### config.mk
export PLATFORM = sky130hd
export DESIGN_NAME = dfr_reservoir_pipe
export DESIGN_NICKNAME = d
export VERILOG_FILES = /design/src/rtl/dfr_reservoir_pipe.sv
export SDC_FILE = /design/constraint.sdc
export NUM_CORES = 2
export LEC_CHECK = 0
export ABC_CLOCK_PERIOD_IN_PS = 42800
export BUFFER_PORTS_ARGS = -buffer_cell sky130_fd_sc_hd__buf_2
export CORE_UTILIZATION = 40
export CTS_CLUSTER_DIAMETER = 200
export DETAILED_ROUTE_END_ITERATION = 8
export HOLD_SLACK_MARGIN = 0.06
export PLACE_DENSITY_LB_ADDON = 0.25
export SLEW_MARGIN = 20
export SYNTH_ARGS = -nofsm -noshare
export SYNTH_HDL_FRONTEND = slang
export SYNTH_SLANG_ARGS = --single-unit
### constraint.sdc
create_clock -name clk -period 42.8 [get_ports clk]
set_input_delay 4.28 -clock clk [delete_from_list [all_inputs] [get_ports clk]]
set_output_delay 4.28 -clock clk [all_outputs]
set_load 0.1 [all_outputs]
### src/rtl/dfr_reservoir_pipe.sv
// dfr_reservoir_pipe -- delay-feedback reservoir with a parametrised chain
// of virtual nodes. Each accepted step forms sum = din + (tail << FB_LSHIFT) >> eta,
// presents sum as an address to an external activation memory, waits
// ACT_LATENCY clocks for the read data and shifts that word into node 0.
//
// Optional build macro: DFR_RESERVOIR_SAT_EN
//   defined   : sum is DATA_WIDTH+1 bits; act_addr saturates to all ones
//               once sum >= 2**ADDR_WIDTH
//   undefined : act_addr is the low ADDR_WIDTH bits of the wrapped sum
//
// Ports:
//   clk, rst            clock, asynchronous active-high reset
//   clear               synchronous clear of nodes, counters and state
//   in_valid/in_ready   input sample handshake (din, eta)
//   din, eta            masked sample and feedback attenuation shift
//   act_addr/act_data   activation memory address (registered) / read data
//   load_node, node_sel, load_node_din   node load port (IDLE only)
//   node_dout           combinational readback of node node_sel
//   dout                tail node
//   step_done           one-cycle pulse after each shift
//   busy                high while a step is in flight
//   step_count          saturating count of completed steps
//   o_dbg_state         current FSM state (0 IDLE, 1 WAIT, 2 SHIFT)
//
// Handshake: a sample is taken on a rising edge where in_valid and in_ready
// are both high. in_ready is high only in IDLE with no node load requested;
// din and eta are sampled on that edge and need not be held afterwards.
module dfr_reservoir_pipe #(
  parameter int NUM_VIRTUAL_NODES = 100,
  parameter int DATA_WIDTH        = 32,
  parameter int NODE_DATA_WIDTH   = 12,
  parameter int ADDR_WIDTH        = 16,
  parameter int ACT_LATENCY       = 2,
  parameter int FB_LSHIFT         = 4
) (
  input  logic                                 clk,
  input  logic                                 rst,
  input  logic                                 clear,
  input  logic                                 in_valid,
  output logic                                 in_ready,
  input  logic [DATA_WIDTH-1:0]                din,
  input  logic [3:0]                           eta,
  output logic [ADDR_WIDTH-1:0]                act_addr,
  input  logic [NODE_DATA_WIDTH-1:0]           act_data,
  input  logic                                 load_node,
  input  logic [$clog2(NUM_VIRTUAL_NODES)-1:0] node_sel,
  input  logic [NODE_DATA_WIDTH-1:0]           load_node_din,
  output logic [NODE_DATA_WIDTH-1:0]           node_dout,
  output logic [NODE_DATA_WIDTH-1:0]           dout,
  output logic                                 step_done,
  output logic                                 busy,
  output logic [15:0]                          step_count,
  output logic [1:0]                           o_dbg_state
);

  localparam int SEL_W = $clog2(NUM_VIRTUAL_NODES);
  localparam int FBW   = NODE_DATA_WIDTH + FB_LSHIFT;
  localparam int CNT_W = (ACT_LATENCY > 1) ? $clog2(ACT_LATENCY) : 1;
  localparam logic [CNT_W-1:0] CNT_LAST = CNT_W'(ACT_LATENCY - 1);
  // One extra bit so the range check is not constant when N is a power of two.
  localparam logic [SEL_W:0] SEL_LIM = NUM_VIRTUAL_NODES[SEL_W:0];

  typedef enum logic [1:0] {
    S_IDLE  = 2'd0,
    S_WAIT  = 2'd1,
    S_SHIFT = 2'd2
  } state_t;

  state_t                      r_state;
  logic [CNT_W-1:0]            r_cnt;
  logic [NODE_DATA_WIDTH-1:0]  r_nodes [NUM_VIRTUAL_NODES];
  logic [ADDR_WIDTH-1:0]       r_act_addr;
  logic                        r_step_done;
  logic [15:0]                 r_step_count;

  logic                        w_sel_ok;
  logic [FBW-1:0]              w_fb_wide;
  logic [DATA_WIDTH-1:0]       w_fb;
  logic [ADDR_WIDTH-1:0]       w_addr;

  assign w_sel_ok  = ({1'b0, node_sel} < SEL_LIM);
  // Tail is scaled up first so that small eta values keep fractional bits.
  assign w_fb_wide = (FBW'(r_nodes[NUM_VIRTUAL_NODES-1]) << FB_LSHIFT) >> eta;
  assign w_fb      = DATA_WIDTH'(w_fb_wide);

`ifdef DFR_RESERVOIR_SAT_EN
  logic [DATA_WIDTH:0]         w_sum;
  assign w_sum  = {1'b0, din} + {1'b0, w_fb};
  assign w_addr = (|w_sum[DATA_WIDTH:ADDR_WIDTH]) ? '1 : w_sum[ADDR_WIDTH-1:0];
`else
  // Sum wraps modulo 2**DATA_WIDTH, then only the low address bits are kept.
  assign w_addr = ADDR_WIDTH'(din + w_fb);
`endif

  always_ff @(posedge clk or posedge rst) begin
    if (rst) begin
      r_state      <= S_IDLE;
      r_cnt        <= '0;
      r_act_addr   <= '0;
      r_step_done  <= 1'b0;
      r_step_count <= '0;
      for (int k = 0; k < NUM_VIRTUAL_NODES; k++) r_nodes[k] <= '0;
    end else if (clear) begin
      r_state      <= S_IDLE;
      r_cnt        <= '0;
      r_act_addr   <= '0;
      r_step_done  <= 1'b0;
      r_step_count <= '0;
      for (int k = 0; k < NUM_VIRTUAL_NODES; k++) r_nodes[k] <= '0;
    end else begin
      r_step_done <= 1'b0;
      case (r_state)
        S_IDLE: begin
          // A load request wins over an input sample in the same cycle.
          if (load_node) begin
            if (w_sel_ok) r_nodes[node_sel] <= load_node_din;
          end else if (in_valid) begin
            r_act_addr <= w_addr;
            r_cnt      <= '0;
            r_state    <= S_WAIT;
          end
        end
        S_WAIT: begin
          if (r_cnt == CNT_LAST) r_state <= S_SHIFT;
          else                   r_cnt   <= r_cnt + CNT_W'(1);
        end
        S_SHIFT: begin
          r_nodes[0] <= act_data;
          for (int k = 1; k < NUM_VIRTUAL_NODES; k++) r_nodes[k] <= r_nodes[k-1];
          r_step_done <= 1'b1;
          if (r_step_count != 16'hFFFF) r_step_count <= r_step_count + 16'd1;
          r_state <= S_IDLE;
        end
        default: r_state <= S_IDLE;
      endcase
    end
  end

  assign in_ready    = (r_state == S_IDLE) & ~load_node;
  assign busy        = (r_state != S_IDLE);
  assign act_addr    = r_act_addr;
  assign step_done   = r_step_done;
  assign step_count  = r_step_count;
  assign dout        = r_nodes[NUM_VIRTUAL_NODES-1];
  assign node_dout   = w_sel_ok ? r_nodes[node_sel] : '0;
  assign o_dbg_state = r_state;

endmodule

* Word level (Yosys, flattened, before mapping)
Cells that the tools add are included.
Storage, ports and cells: bits in latches 0, input port bits 72, RAM bits 0, register bits after elaboration 1236, ROM bits 0, memories kept 0
Operators by class: add/subtract/negate cells 3, shift-type cells 1, $mul 0, magnitude comparators 3, divide/modulo/power cells 0, mux-type cells 30, bitwise gates (word level) 3, reduce and logical (&&, ||, !) cells 14, equal/unequal tests 9
Operators with widths (count):
- 1200-bit 2-to-1 mux | 3
- 1200-bit one-hot mux with 2 select lines | 1
- 1200-bit bitwise mux | 1
- 16-bit 2-to-1 mux | 7
- 12-bit binary-select mux with 7-bit select | 1
- 12-bit demux with 7-bit select | 1
- 12-bit 2-to-1 mux | 4
- 16-bit by 1-bit adder with 16-bit output, second input constant | 1
- 16-bit adder | 1
- 16-bit != test, second input constant | 1
- 16-bit by 4-bit >> shifter with 16-bit output | 1
- 3-bit != test, second input constant | 5
- 3-bit AND reduction | 4
- 2-bit nonzero test | 5
- 8-bit greater-or-equal comparator, second input constant | 1
- 8-bit by 1-bit < comparator with 1-bit output, second input constant | 1
- 2-bit 2-to-1 mux | 4
- 7-bit NOT with 8-bit output | 1
- 7-bit < comparator, second input constant | 1
- 1-bit 2-to-1 mux | 6
- 3-bit nonzero test | 2
- 2-bit one-hot mux with 2 select lines | 1
- 2-bit by 1-bit equality test with 1-bit output, second input constant | 1
- 2-bit equality test, second input constant | 1
- other kinds (8) | 8

* Logic depth before layout (Yosys ltp)
word-level depth 10, depth in mapped cells 18, gate-level depth less buffers 16

* Worst setup path after synthesis
No wires, ideal clock.
path kind input -> output, from input node_sel[2], to output node_dout[2], stages 11, path slack 30.685 ns, data required time 38.520 ns, arrival time 7.835 ns, path through buf_4 inv_1 buf_2 clkbuf_1 clkbuf_1 a221oi_1 nor2_1 nor4_1 nor3_1 o21ai_0 o21ai_0
Between the ends: longest elaborated chain between the ends 5, elaborated cells between the ends (all ways) 6, classes of those cells order compare: 1; mux: 4; bitwise: 1
RTL lines:
- start: declaration | line 46 | input logic [$clog2(NUM_VIRTUAL_NODES)-1:0] node_sel,
- 7-bit NOT with 8-bit output (implied by the code) | line 145 | assign node_dout = w_sel_ok ? r_nodes[node_sel] : '0;
- 12-bit binary-select mux with 7-bit select | line 145
- 12-bit 2-to-1 mux (implied by the code) (2 in series) | line 145
- 12-bit 2-to-1 mux (*) | line 145
- end: declaration | line 48 | output logic [NODE_DATA_WIDTH-1:0] node_dout,
Mark *: on every way between the ends. The rest lies on a longest branch, timed or not. The select of a mux whose other input is x is not followed.

* Final worst setup path
from input node_sel[0], to output node_dout[7]
The elaborated chain is that of the path after synthesis.

==> impl_metrics.toml <==
[status]
status = "finished clean"

[floorplanning]
die_h_um = 413.6
fp.dieW_um = 413.6
core_um2 = 167800
rows = 150
ios = 133
die_area_um2 = 171100
initial_utilization_pct = 40.40

[critical_path]
critPathLaunchType = "input pin"
r2r_start = "o_dbg_state[0]"
regToRegEndpoint = "r_nodes[425]"
crit_buf_inv = 5
startpoint = "node_sel[0]"
slowest_delay_ps = 920
crit_chain = "buf_6 -> buf_4 -> nor2b_4 -> buf_4 -> buf_4 -> a221oi_1 -> o21ai_0 -> o21bai_1 -> a31oi_1 -> o221ai_1 -> buf_2"
reg2reg_slack_ps = 37170
cp_top_family = "buffers and inverters"
rr_worst_depth = 8
cpMostUsedCell = "buf_4"
critical_path.endpoint = "node_dout[7]"
cp.depth = 11
slowest_stage = "o221ai_1"
required_ps = 38520
arrival_ps = 10310
worstSetupPathType = "in2out"
cp-end-kind = "primary output"
path_max_fanout = 40

[detailed_routing]
wirelength_mm = 268.8
drc_errors = 0
vias_per_cell = 6.796
drt_iter0_markers = 9329
antenna_left = 0
dr.pass1.iters = 7
num_vias = 62350
post_drt_wl_per_cell_um = 29.30

[clocking]
cts_resized = 0
cts-htree-levels = 4
cts_root_buffer = "clkbuf_16"
numCtsBuffers = 141
clkSinkCount = 1236
clockBufferDepth = 3
clk_latency_ps = 820
path_clk_slew_ps = 60
cts_tree = "yes"
cts_hold_buf = 0
post-cts-setup-buffers = 0

[placed_design]
io_buffer_count = 116
dp.cells = 8897
gp_congestion = 0.9111
dp_hpwl_mm = 159.5

[global_route]
grt_usage_pct = 30.54
grt_first_pass_wirelength_mm = 393.1
grt-ovfl-total = 0
grt_pass1_vias = 57840
antenna_found_initial = 14
grt_max_degree = 207

[min_path]
holdCritPathClass = "reg2reg"

[logic_synthesis]
synth_flop_cell = "dfrtp_1"
ys_types = 89
synthTopCellsByCount = "nor2_1, a21oi_1, dfrtp_1"
synth_top_area_share_pct = 45.63
syn_area_per_cell_um2 = 9.300
yosysTopAreaCell = "dfrtp_1"
ys_seq_area_share_pct = 45.63
synthTopCellsByArea = "dfrtp_1, a22oi_1, a21oi_1"
ys_async_sr_fraction_pct = 100.0
yosysMostFrequentCell = "nor2_1"
synth_edf_count = 0
mappedNetlistArea_um2 = 67780
synth_warnings = 0
synth_seq_cells = 1236
syn-instance-count = 7288
syn-num-nets = 7377

[timing]
rsz0062_at_grt = "no"
slew_violations = 0
relSlewSlack_pct = 17.41
hold_viol = 0
setup_viol = 0
period_needed_ps = 14590
clock_skew_ps = 36.27
tightest_slew_ps = 1234
fin_crit_sh_pct = 34.10
fmax_mhz = 68.52
tns_ps = 0

[cells_and_area]
n_fill_cell = 16140
multi_input_area_um2 = 32670
nNetsFinal = 6945
areaGrowthSynthToFinish_pct = 7.925
drive_gt1_share_pct = 10.94
final_cells = 9175
seq_area_um2 = 30930

[flow_run]
maxCapViolCount = 0

[power_and_ir_drop]
ir_drop_v = 0.00004207
p_per_area_nw_per_um2 = 41.67
p_leak_uw = 0.02768
## worst min-delay path, delay by kind of cell, from the launching register on
family	cells	cell delay, ps
and+or+nand+nor	1	40
AOI/OAI and AO/OA	1	60
DFF	1	330
## flip-flops by register name (all words and copies together), names as in the netlist
name and flops:
r_cnt 1, r_nodes 1188, step_done 1, dout 12
act_addr 16, o_dbg_state 2, step_count 16
## layer usage
metal,GRT usage (%),part of all wire [%]
met5,0,0.024
met4,14.84,5.1
met3,7.329,11
met2,44.96,43
met1,41.93,40
## worst min-delay path by stage
stage,from,to,slack (ps),cells past startpoint
detailed placement,act_addr[11],act_addr[11],470,2
floorplan,r_cnt,r_cnt,470,1
finish,act_addr[11],act_addr[11],470,2
CTS,act_addr[11],act_addr[11],480,2
global route,act_addr[1],act_addr[1],520,2
global placement,act_addr[12],act_addr[12],460,2
## placed cells by master (no fill, tap or decap), types with 14 or more instances in the layout
cell type and instances:
mux2i_1 58, a211oi_1 16, clkbuf_8 41, a221o_1 15, nand2_1 75, nor3_1 38, clkinv_2 17, o221ai_1 16
buf_4 131, o31ai_4 100, o21ai_0 77, and2_4 14, ha_1 16, a22oi_1 1230, buf_6 19, mux4_2 22
clkbuf_1 37, o22a_1 29, a21oi_1 1281, mux2_2 42, nor2_1 1435, clkbuf_16 143, a221oi_1 425, xor2_1 15
buf_2 111, nor2_2 29, dfrtp_1 1236, nand3_1 15, a22o_1 14
## per-stage QoR
step / setup WS, ps / hold slack, ps / utilization, % / instance area (µm²) / power [µW]
floorplan: 3693 / 471.3 / - / 67780 / 1647
global placement: 28650 / 459.2 / 40.59 / 68110 / 1789
detailed placement: 28630 / 465.9 / 40.62 / 68150 / 1798
CTS: 28630 / 478.8 / 43.42 / 72860 / 3040
global route: 28390 / 515.4 / 43.59 / 73140 / 3136
finish: 28210 / 471.2 / 43.60 / 73150 / 3048
## area by class of cell
cell class                 instances  share of cell area [%]
antenna                            4                 0.01368
clock buffer                     219                   5.816
clock inverter                    35                  0.6158
inverter                          12                 0.08552
multi-input combinational       5189                   44.67
sequential                      1236                   42.28
tap                             2204                   3.770
timing repair buffer             276                   2.749
## power by group
group / internal, µW / total [µW] / switching, µW
Combinational: 122 / 445 / 323
Sequential: 1260 / 1350 / 92.4
Clock: 723 / 1250 / 529
Total: 2100 / 3050 / 944
## kinds of logic (layout without fill, tap and decap cells)
logic type                 Yosys count  in the layout  synth area share, %
other                                0              4                    0
xor gates and xnor gates            22             22               0.2843
DFF                               1236           1236                45.63
AOI/OAI and AO/OA                 3307           3307                34.76
adders and majority gates           17             17               0.3249
and+or+nand+nor                   1721           1721                10.36
muxes                              122            122                2.285
buffers and inverters              863            542                6.358
Power figures use the tool's default switching activity.
